===== src/rtl/mips_pkg.sv =====
// rtl/mips_pkg.sv - shared types and constants for the memory port arbiter
package mips_pkg;

    typedef enum logic [1:0] {
        IDLE   = 2'd0,
        BUSY_I = 2'd1,
        BUSY_D = 2'd2
    } arb_state_t;

    localparam logic [31:0] ARB_TIMEOUT_DATA = 32'hDEAD_BEEF;

endpackage


===== src/rtl/mem_arb_watchdog.sv =====
// rtl/mem_arb_watchdog.sv - busy-cycle watchdog for the memory port arbiter
module mem_arb_watchdog #(
    parameter int TIMEOUT = 64
) (
    input  logic clk,
    input  logic rst,
    input  logic start,
    input  logic busy,
    input  logic ack,
    output logic expire
);

    localparam int CW = (TIMEOUT > 2) ? $clog2(TIMEOUT) : 1;
    localparam logic [CW-1:0] LIMIT = CW'(TIMEOUT - 1);

    logic [CW-1:0] count;

    // Counter restarts on every grant and advances for each busy cycle that sees no ack.
    always_ff @(posedge clk or posedge rst) begin
        if (rst) begin
            count <= '0;
        end else if (start) begin
            count <= '0;
        end else if (busy && !ack && !expire) begin
            count <= count + 1'b1;
        end
    end

    assign expire = busy && !ack && (count == LIMIT);

endmodule


===== src/rtl/mem_port_arbiter.sv =====
// rtl/mem_port_arbiter.sv - I/D arbiter onto one variable-latency memory port (optional watchdog: MEM_ARB_TIMEOUT_EN)
import mips_pkg::*;

module mem_port_arbiter #(
    parameter int AW      = 32,
    parameter int DW      = 32,
    parameter int TIMEOUT = 64
) (
    input  logic          clk,
    input  logic          rst,
    input  logic          i_req,
    input  logic [AW-1:0] i_addr,
    output logic [DW-1:0] i_rdata,
    output logic          i_ready,
    input  logic          d_req,
    input  logic          d_we,
    input  logic [AW-1:0] d_addr,
    input  logic [DW-1:0] d_wdata,
    output logic [DW-1:0] d_rdata,
    output logic          d_ready,
    output logic          mem_req,
    output logic          mem_we,
    output logic [AW-1:0] mem_addr,
    output logic [DW-1:0] mem_wdata,
    input  logic [DW-1:0] mem_rdata,
    input  logic          mem_ack,
    output logic          arb_err
);

    arb_state_t state;
    logic       lastD;
    logic       iCand;
    logic       dCand;
    logic       grantD;
    logic       grantI;
    logic       expire;

    // A side whose ready pulse is out this cycle still shows its old req; mask it
    // so the same request is not serviced twice.
    assign iCand  = i_req && !i_ready;
    assign dCand  = d_req && !d_ready;
    assign grantD = (state == IDLE) && dCand && (!iCand || !lastD);
    assign grantI = (state == IDLE) && iCand && !grantD;

`ifdef MEM_ARB_TIMEOUT_EN
    mem_arb_watchdog #(
        .TIMEOUT (TIMEOUT)
    ) u_watchdog (
        .clk    (clk),
        .rst    (rst),
        .start  (grantD || grantI),
        .busy   (state != IDLE),
        .ack    (mem_ack),
        .expire (expire)
    );
`else
    assign expire = 1'b0;
`endif

    // Grant FSM with registered memory-port and completion outputs.
    always_ff @(posedge clk or posedge rst) begin
        if (rst) begin
            state     <= IDLE;
            lastD     <= 1'b0;
            mem_req   <= 1'b0;
            mem_we    <= 1'b0;
            mem_addr  <= '0;
            mem_wdata <= '0;
            i_rdata   <= '0;
            d_rdata   <= '0;
            i_ready   <= 1'b0;
            d_ready   <= 1'b0;
            arb_err   <= 1'b0;
        end else begin
            i_ready <= 1'b0;
            d_ready <= 1'b0;
            case (state)
                IDLE: begin
                    if (grantD) begin
                        state     <= BUSY_D;
                        lastD     <= 1'b1;
                        mem_req   <= 1'b1;
                        mem_we    <= d_we;
                        mem_addr  <= d_addr;
                        mem_wdata <= d_wdata;
                    end else if (grantI) begin
                        state     <= BUSY_I;
                        lastD     <= 1'b0;
                        mem_req   <= 1'b1;
                        mem_we    <= 1'b0;
                        mem_addr  <= i_addr;
                        mem_wdata <= '0;
                    end
                end
                BUSY_I: begin
                    if (mem_ack) begin
                        i_rdata <= mem_rdata;
                        i_ready <= 1'b1;
                        mem_req <= 1'b0;
                        mem_we  <= 1'b0;
                        state   <= IDLE;
                    end else if (expire) begin
                        i_rdata <= DW'(ARB_TIMEOUT_DATA);
                        i_ready <= 1'b1;
                        mem_req <= 1'b0;
                        mem_we  <= 1'b0;
                        arb_err <= 1'b1;
                        state   <= IDLE;
                    end
                end
                BUSY_D: begin
                    if (mem_ack) begin
                        // Stores leave the last load data in place.
                        if (!mem_we) begin
                            d_rdata <= mem_rdata;
                        end
                        d_ready <= 1'b1;
                        mem_req <= 1'b0;
                        mem_we  <= 1'b0;
                        state   <= IDLE;
                    end else if (expire) begin
                        d_rdata <= DW'(ARB_TIMEOUT_DATA);
                        d_ready <= 1'b1;
                        mem_req <= 1'b0;
                        mem_we  <= 1'b0;
                        arb_err <= 1'b1;
                        state   <= IDLE;
                    end
                end
                default: begin
                    state <= IDLE;
                end
            endcase
        end
    end

endmodule


===== config.mk =====
export PLATFORM = sky130hd
export DESIGN_NAME = mem_port_arbiter
export DESIGN_NICKNAME = d
export VERILOG_FILES = /design/src/rtl/mips_pkg.sv /design/src/rtl/mem_arb_watchdog.sv /design/src/rtl/mem_port_arbiter.sv
export SDC_FILE = /design/constraint.sdc
export NUM_CORES = 1
export LEC_CHECK = 0
export ABC_AREA = 1
export BUFFER_PORTS_ARGS = -buffer_cell sky130_fd_sc_hd__buf_2
export CORE_ASPECT_RATIO = 1.4
export CORE_MARGIN = 3
export CORE_UTILIZATION = 50
export CTS_BUF_LIST = sky130_fd_sc_hd__clkbuf_16
export CTS_CLUSTER_SIZE = 14
export DETAILED_ROUTE_END_ITERATION = 7
export PLACE_DENSITY = 0.87
export SETUP_SLACK_MARGIN = 0.02
export SLEW_MARGIN = 10
export SYNTH_ARGS = -nofsm -noshare
export SYNTH_HDL_FRONTEND = slang
export SYNTH_SLANG_ARGS = --single-unit

===== constraint.sdc =====
create_clock -name clk -period 7.35 [get_ports clk]
set_input_delay 0.3675 -clock clk [delete_from_list [all_inputs] [get_ports clk]]
set_output_delay 0.3675 -clock clk [all_outputs]
set_load 0.02 [all_outputs]

==> results.json, run 1 <==
{
  "crit_path_max_fanout": 32,
  "clockBufferDepth": 2,
  "yosys.area.top_type": "dfrtp_1",
  "syn_inst": 695,
  "core_mm2": 0.0110,
  "cts_max_level": 4,
  "yosysWarnings": 0,
  "postCtsHoldBufs": 0,
  "num_vias": 5236,
  "rr_worst_depth": 6,
  "grt.overflow.total": 0,
  "grt_pass1_vias": 5089,
  "grtUsageMet3_pct": 6.96,
  "die_w_um": 96.8,
  "crit_path_end_kind": "flip-flop",
  "outcome": "complete, no violations",
  "syn_area_mm2": 0.00577,
  "tightest_slew_ns": 1.15,
  "critPathRequiredTime_ns": 7.69,
  "synth.distinct_cells": 21,
  "initial_core_util_pct": 52.3,
  "finalSetupViolations": 0,
  "ant_nets": 0,
  "clk_latency_ns": 0.41,
  "slew_headroom_pct": 23.4,
  "final_hold_viol_count": 0,
  "grt_max_degree": 82,
  "met1_usage_pct": 29.0,
  "cts_resized": 0,
  "hpwl_um": 10700,
  "cts_root_buf": "clkbuf_16",
  "p_leak_nw": 4.67,
  "finalMaxSlewViolations": 0,
  "p_per_area_mw_per_mm2": 496,
  "async_flop_share_pct": 100,
  "routed_wl_um": 15100,
  "fin_crit_ns": 2.19,
  "fin_util_pct": 69.8,
  "rrSetupSlack_ns": 5.16,
  "synth_area_per_cell_um2": 8.30,
  "yosysMostFrequentCell": "nand2_1",
  "reg2reg_to": "mem_addr[11]",
  "post_cts_buffers": 0,
  "place_congestion": 0.779,
  "fp.dieArea_mm2": 0.0129,
  "antenna_found_initial": 2,
  "die_h_um": 133,
  "drt_iter0_drc": 187,
  "setup_tns_ns": 0,
  "fmax_mhz": 457,
  "grt_pass1_wl_um": 24500,
  "ys_seq_area_share_pct": 58.6,
  "design_area_mm2": 0.00770,
  "clk_pin_slew_ns": 0.06,
  "arrival_ns": 2.53,
  "nFillCells": 878,
  "finClkSkew_ns": 0.0112,
  "crit_type": "reg2reg",
  "io_pins": 267,
  "post-route-drc-count": 0,
  "synth-seq-cells": 135,
  "nets": 1085,
  "yosys_most_used_dff": "dfrtp_1",
  "synth_top_area_share_pct": 58.6,
  "rsz0062_at_grt": "false",
  "dpl_cell_area_mm2": 0.00707,
  "avgRoutedWirePerCell_um": 13.7,
  "synth-edff-count": 0,
  "syn_nets": 833,
  "busiest_layer": "met2",
  "ir_worst_vdd_uv": 256,
  "worstSetupStartpointType": "flip-flop",
  "cts_tree": "yes",
  "cap_violations": 0,
  "area_delta_synth_final_pct": 33.5,
  "clkSinkCount": 135,
  "rows": 45,
  "dr.pass1.iters": 5,
  "grt_util_met2_pct": 40.1,
  "yosys-top-cells-area": "dfrtp_1 59%, nand2_1 20%, inv_1 6.8%",
  "grt_use_total_pct": 23.6,
  "io_buffers": 265,
  "synthTopCellsByCount": "306 x nand2_1, 135 x dfrtp_1, 104 x inv_1",
  "hold_path.class": "in2async",
  "period_share_pct": 29.8,
  "timing.rr.start": "state[0]",
  "cts_buffers": 17,
  "viasPerCell": 4.76,
  "layout-drive-gt1-share_pct": 31.7
}
layout by cell type, fill, tap and decap left out, types with 4 or more instances in the layout:
| cell type | instances |
|---|---|
| nand2_1 | 304 |
| buf_2 | 265 |
| dfrtp_1 | 135 |
| inv_1 | 105 |
| o21ai_0 | 65 |
| o21ai_1 | 33 |
| clkbuf_16 | 17 |
| bufinv_16 | 5 |
| nand3_1 | 4 |
| ha_1 | 4 |
power breakdown:
group / internal, mW / switching (mW)
combinational: 0.508 / 1.11
clock: 0.598 / 0.304
sequential: 1.11 / 0.197
area by class of cell:
cell class	instances	area [µm²]	area share (%)
Timing Repair Buffer	267	1340	17.4
Clock buffer	17	425	5.52
Multi-Input combinational cell	420	1770	23.0
Tap cell	141	176	2.29
Clock inverter	14	208	2.70
Sequential cell	135	3380	43.9
Antenna cell	1	2.50	0.0325
Inverter	106	403	5.23
flip-flops by register name, summed over array words and instances (netlist names):
signal / cells
d_rdata: 32
d_ready: 1
i_rdata: 32
i_ready: 1
lastD: 1
mem_addr: 32
mem_req: 1
mem_wdata: 32
mem_we: 1
state: 2
cells by family after synthesis:
kind of cell | count (synthesis) | synth area share [%]
and+or+nand+nor | 317 | 21.1
adders and majority gates | 4 | 0.868
other | 1 | 0.0650
DFF | 135 | 58.6
buffers and inverters | 140 | 10.9
AOI/OAI and AO/OA | 98 | 8.50
per-layer routing:
metal	part of all wire, %	up-vias	wire (µm)
li1	-	2580	-
met1	39	2372	5840
met2	51	260	7620
met3	8.8	22	1330
met4	1.9	2	279
met5	0.046	-	7
metrics by stage:
stage               total power [mW]  hold WS, ns  instances  worst slack (ns)
floorplan                       2.39        0.443        695              3.37
detailed placement              2.93        0.459       1069              5.09
CTS                             3.86       0.0816       1100              5.09
global placement                2.87        0.457       1069              5.16
finish                          3.82       0.0634       1101              5.16
global route                    4.09        0.130       1101              4.91
worst max-delay path: stages, from the launching register on:
cell and delay (ns):
dfrtp_1 0.41, inv_1 0.09, ha_1 0.27, nand3_1 0.72
o21ai_0 0.48, nand2_1 0.09, nand2_1 0.06
how the worst max path moves through the flow:
stage / start / end / depth (start not counted)
after floorplan: rst / d_rdata[0] / 1
after global placement: state[0] / mem_addr[20] / 6
after detailed placement: state[0] / mem_addr[11] / 6
after CTS: state[0] / mem_addr[11] / 6
after global routing: state[0] / mem_addr[20] / 6
final: state[0] / mem_addr[11] / 6
No activity file was read; power rests on OpenSTA's default activity.
==> run 2: changes to the inputs <==
ABC_AREA = 0   (was 1)
CORE_UTILIZATION = 47   (was 50)
PLACE_DENSITY = 0.82   (was 0.87)
clock period = 2.1 ns   (was 7.35 ns; I/O delays follow)
==> run 2 against run 1 <==
Flip-flop and latch count unchanged. Critical path depth unchanged. Combinational power rose to 3.8 times the previous value. Synthesized cell count is 38% lower. Register-to-register slack worse by 5.0 ns. Clock skew is 0.00065 ns higher. Worst setup slack worse by 5.0 ns. Non-clock buffer count up 84. Synthesized area rose by 0.20%. Clock-buffer cell count unchanged. Total power rose to 3.5 times the previous value. Maximum frequency is 12% higher.
==> results.json, run 2 <==
{
  "outcome": "complete, no violations",
  "syn_nets": 572,
  "nFillCells": 785,
  "tightest_slew_ns": 0.745,
  "final_cell_mix": "265 x buf_2, 135 x dfrtp_1, 73 x dlygate4sd3_1",
  "total_power_mw": 13.6,
  "place_congestion": 0.831,
  "fin_crit_ns": 1.96,
  "cap_violations": 0,
  "yosysMostFrequentCell": "dfrtp_1",
  "viasPerCell": 5.60,
  "p_per_area_mw_per_mm2": 1590,
  "pwr-share-clk_pct": 20.6,
  "post-route-drc-count": 0,
  "multi_input_area_mm2": 0.00205,
  "finalSetupViolations": 0,
  "antenna_found_initial": 0,
  "hold_path.class": "in2reg",
  "area_delta_synth_final_pct": 47.8,
  "finClkSkew_ns": 0.0119,
  "core_mm2": 0.0119,
  "cts_tree": "yes",
  "cts_buffers": 17,
  "grt_max_degree": 65,
  "internal_power_mw": 7.79,
  "slew_headroom_pct": 50.1,
  "die_w_um": 99.7,
  "pwr-share-seq_pct": 34.0,
  "synthTopCellsByCount": "135 x dfrtp_1, 61 x mux2_1, 38 x inv_1",
  "initial_core_util_pct": 48.4,
  "crit_path_end_kind": "flip-flop",
  "rows": 47,
  "async_flop_share_pct": 100,
  "io_pins": 267,
  "drt_iter0_drc": 253,
  "io_buffers": 265,
  "pwr-share-comb_pct": 45.4,
  "yosys_most_used_dff": "dfrtp_1",
  "yosys-top-cells-area": "dfrtp_1 58%, mux2_1 12%, a22o_1 4.8%",
  "clk_latency_ns": 0.41,
  "crit_type": "reg2reg",
  "ff_latch_area_mm2": 0.00338,
  "routed_wl_um": 18300,
  "avgRoutedWirePerCell_um": 19.9,
  "crit_path_max_fanout": 52,
  "ys_seq_area_share_pct": 58.5,
  "grt.overflow.total": 0,
  "num_vias": 5161,
  "cts_root_buf": "clkbuf_16",
  "fp.dieArea_mm2": 0.0137,
  "power.switching_mw": 5.76,
  "grt_pass1_vias": 5591,
  "layout_commonest_cell": "buf_2",
  "ir_worst_vdd_uv": 1030,
  "hpwl_um": 11900,
  "dr.pass1.iters": 8,
  "final_hold_viol_count": 0,
  "synth-seq-cells": 135,
  "synth_area_per_cell_um2": 13.3,
  "path_cells": "inv_1 -> ha_1 -> inv_2 -> buf_12 -> a2111oi_1 -> a211oi_1",
  "die_h_um": 137,
  "stdcell_count": 922,
  "finalMaxSlewViolations": 0,
  "p_leak_nw": 4.16,
  "grt_use_total_pct": 26.5,
  "layout-drive-gt1-share_pct": 43.2,
  "rsz0062_at_grt": "true",
  "ant_nets": 0,
  "grt_pass1_wl_um": 28200,
  "place_inst": 816,
  "clk_pin_slew_ns": 0.06,
  "syn_area_mm2": 0.00578,
  "nets": 899,
  "yosysWarnings": 0,
  "critPathSlowestCell": "a2111oi_1",
  "clockBufferDepth": 2,
  "cts_max_level": 4,
  "arrival_ns": 2.22,
  "critPathRequiredTime_ns": 2.36,
  "cpPeakStageDelay_ns": 0.42,
  "period_share_pct": 93.3,
  "yosys.area.top_type": "dfrtp_1",
  "worstSetupStartpointType": "flip-flop",
  "fmax_mhz": 510,
  "clkSinkCount": 135,
  "syn_inst": 434,
  "synth_top_area_share_pct": 58.5,
  "synth-edff-count": 0,
  "synth.distinct_cells": 32,
  "switching_share_pct": 42.5
}
-- run 2: metal layers --
metal  GRT usage (%)  vias to the layer above  wire length [µm]
met3            6.33                       81              1130
met2            47.1                      287              9900
li1                -                     2292                 -
met5               0                        -                 0
met4            15.9                        0               943
met1            28.1                     2501              6350
-- run 2: logic make-up after synthesis --
group           count (synthesis)  share of synthesized area (%)
other cells                     1                         0.0649
buf+inv                        82                           6.52
simple gates                   42                           4.76
compound gates                105                           16.7
mux                            65                           12.7
fa+ha+maj                       4                          0.866
flops                         135                           58.5
-- run 2: what timing repair did --
item / CTS / global route
setup buffers: 0 / 0
resized for setup: 0 / 9
hold buffers: 73 / 0
endpoints found under the setup margin: 0 / 8
endpoints found under the hold margin: 122 / 0
-- run 2: area by class of cell --
cell class | count | area share [%]
clock inverter | 15 | 1.52
multi-input combinational | 217 | 24.0
clock buffer | 17 | 4.98
inverter | 39 | 1.80
timing repair buffer | 351 | 26.0
antenna | 1 | 0.0293
sequential | 135 | 39.6
tap | 147 | 2.15
-- run 2: through the flow --
stage               hold WS (ns)  cell area, µm²  TNS [ns]  utilization [%]  setup WS, ns
finish                    0.0106            8540         0             71.5         0.140
global route             0.00907            8540  -0.00835             71.5      -0.00835
CTS                      0.00566            8520         0             71.4        0.0596
detailed placement         0.164            7230         0             60.6         0.146
global placement           0.145            7230         0             60.6         0.331
floorplan                  0.237            5780         0                -         0.316
-- run 2: power groups by stage --
stage / Clock [mW] / Combinational (mW) / Sequential (mW)
after floorplan: 0 / 2.38 / 6.08
after global placement: 0 / 5.76 / 4.54
after detailed placement: 0 / 5.99 / 4.59
after CTS: 2.82 / 6.11 / 4.57
after global routing: 2.95 / 6.53 / 4.75
final: 2.79 / 6.15 / 4.61
-- run 2: critical path, delay by kind of cell, from the launching register on --
kind	cells	cell delay, ns
adders and majority gates	1	0.32
AOI/OAI and AO/OA	2	0.55
DFF	1	0.40
buffers and inverters	3	0.54
-- run 2: path summary, 6_finish.rpt --
path	start	endpoint	slack [ns]	depth (start not counted)
hold / removal	d_addr[3]	mem_addr[3]	0.01	3
setup reg to reg	state[0]	mem_addr[23]	0.14	6
max in group asynchronous	rst	mem_addr[16]	1.14	4
setup / recovery	state[0]	mem_addr[23]	0.14	6
min in group asynchronous	rst	mem_wdata[16]	0.28	3
hold reg to reg	d_rdata[19]	d_rdata[19]	0.49	1
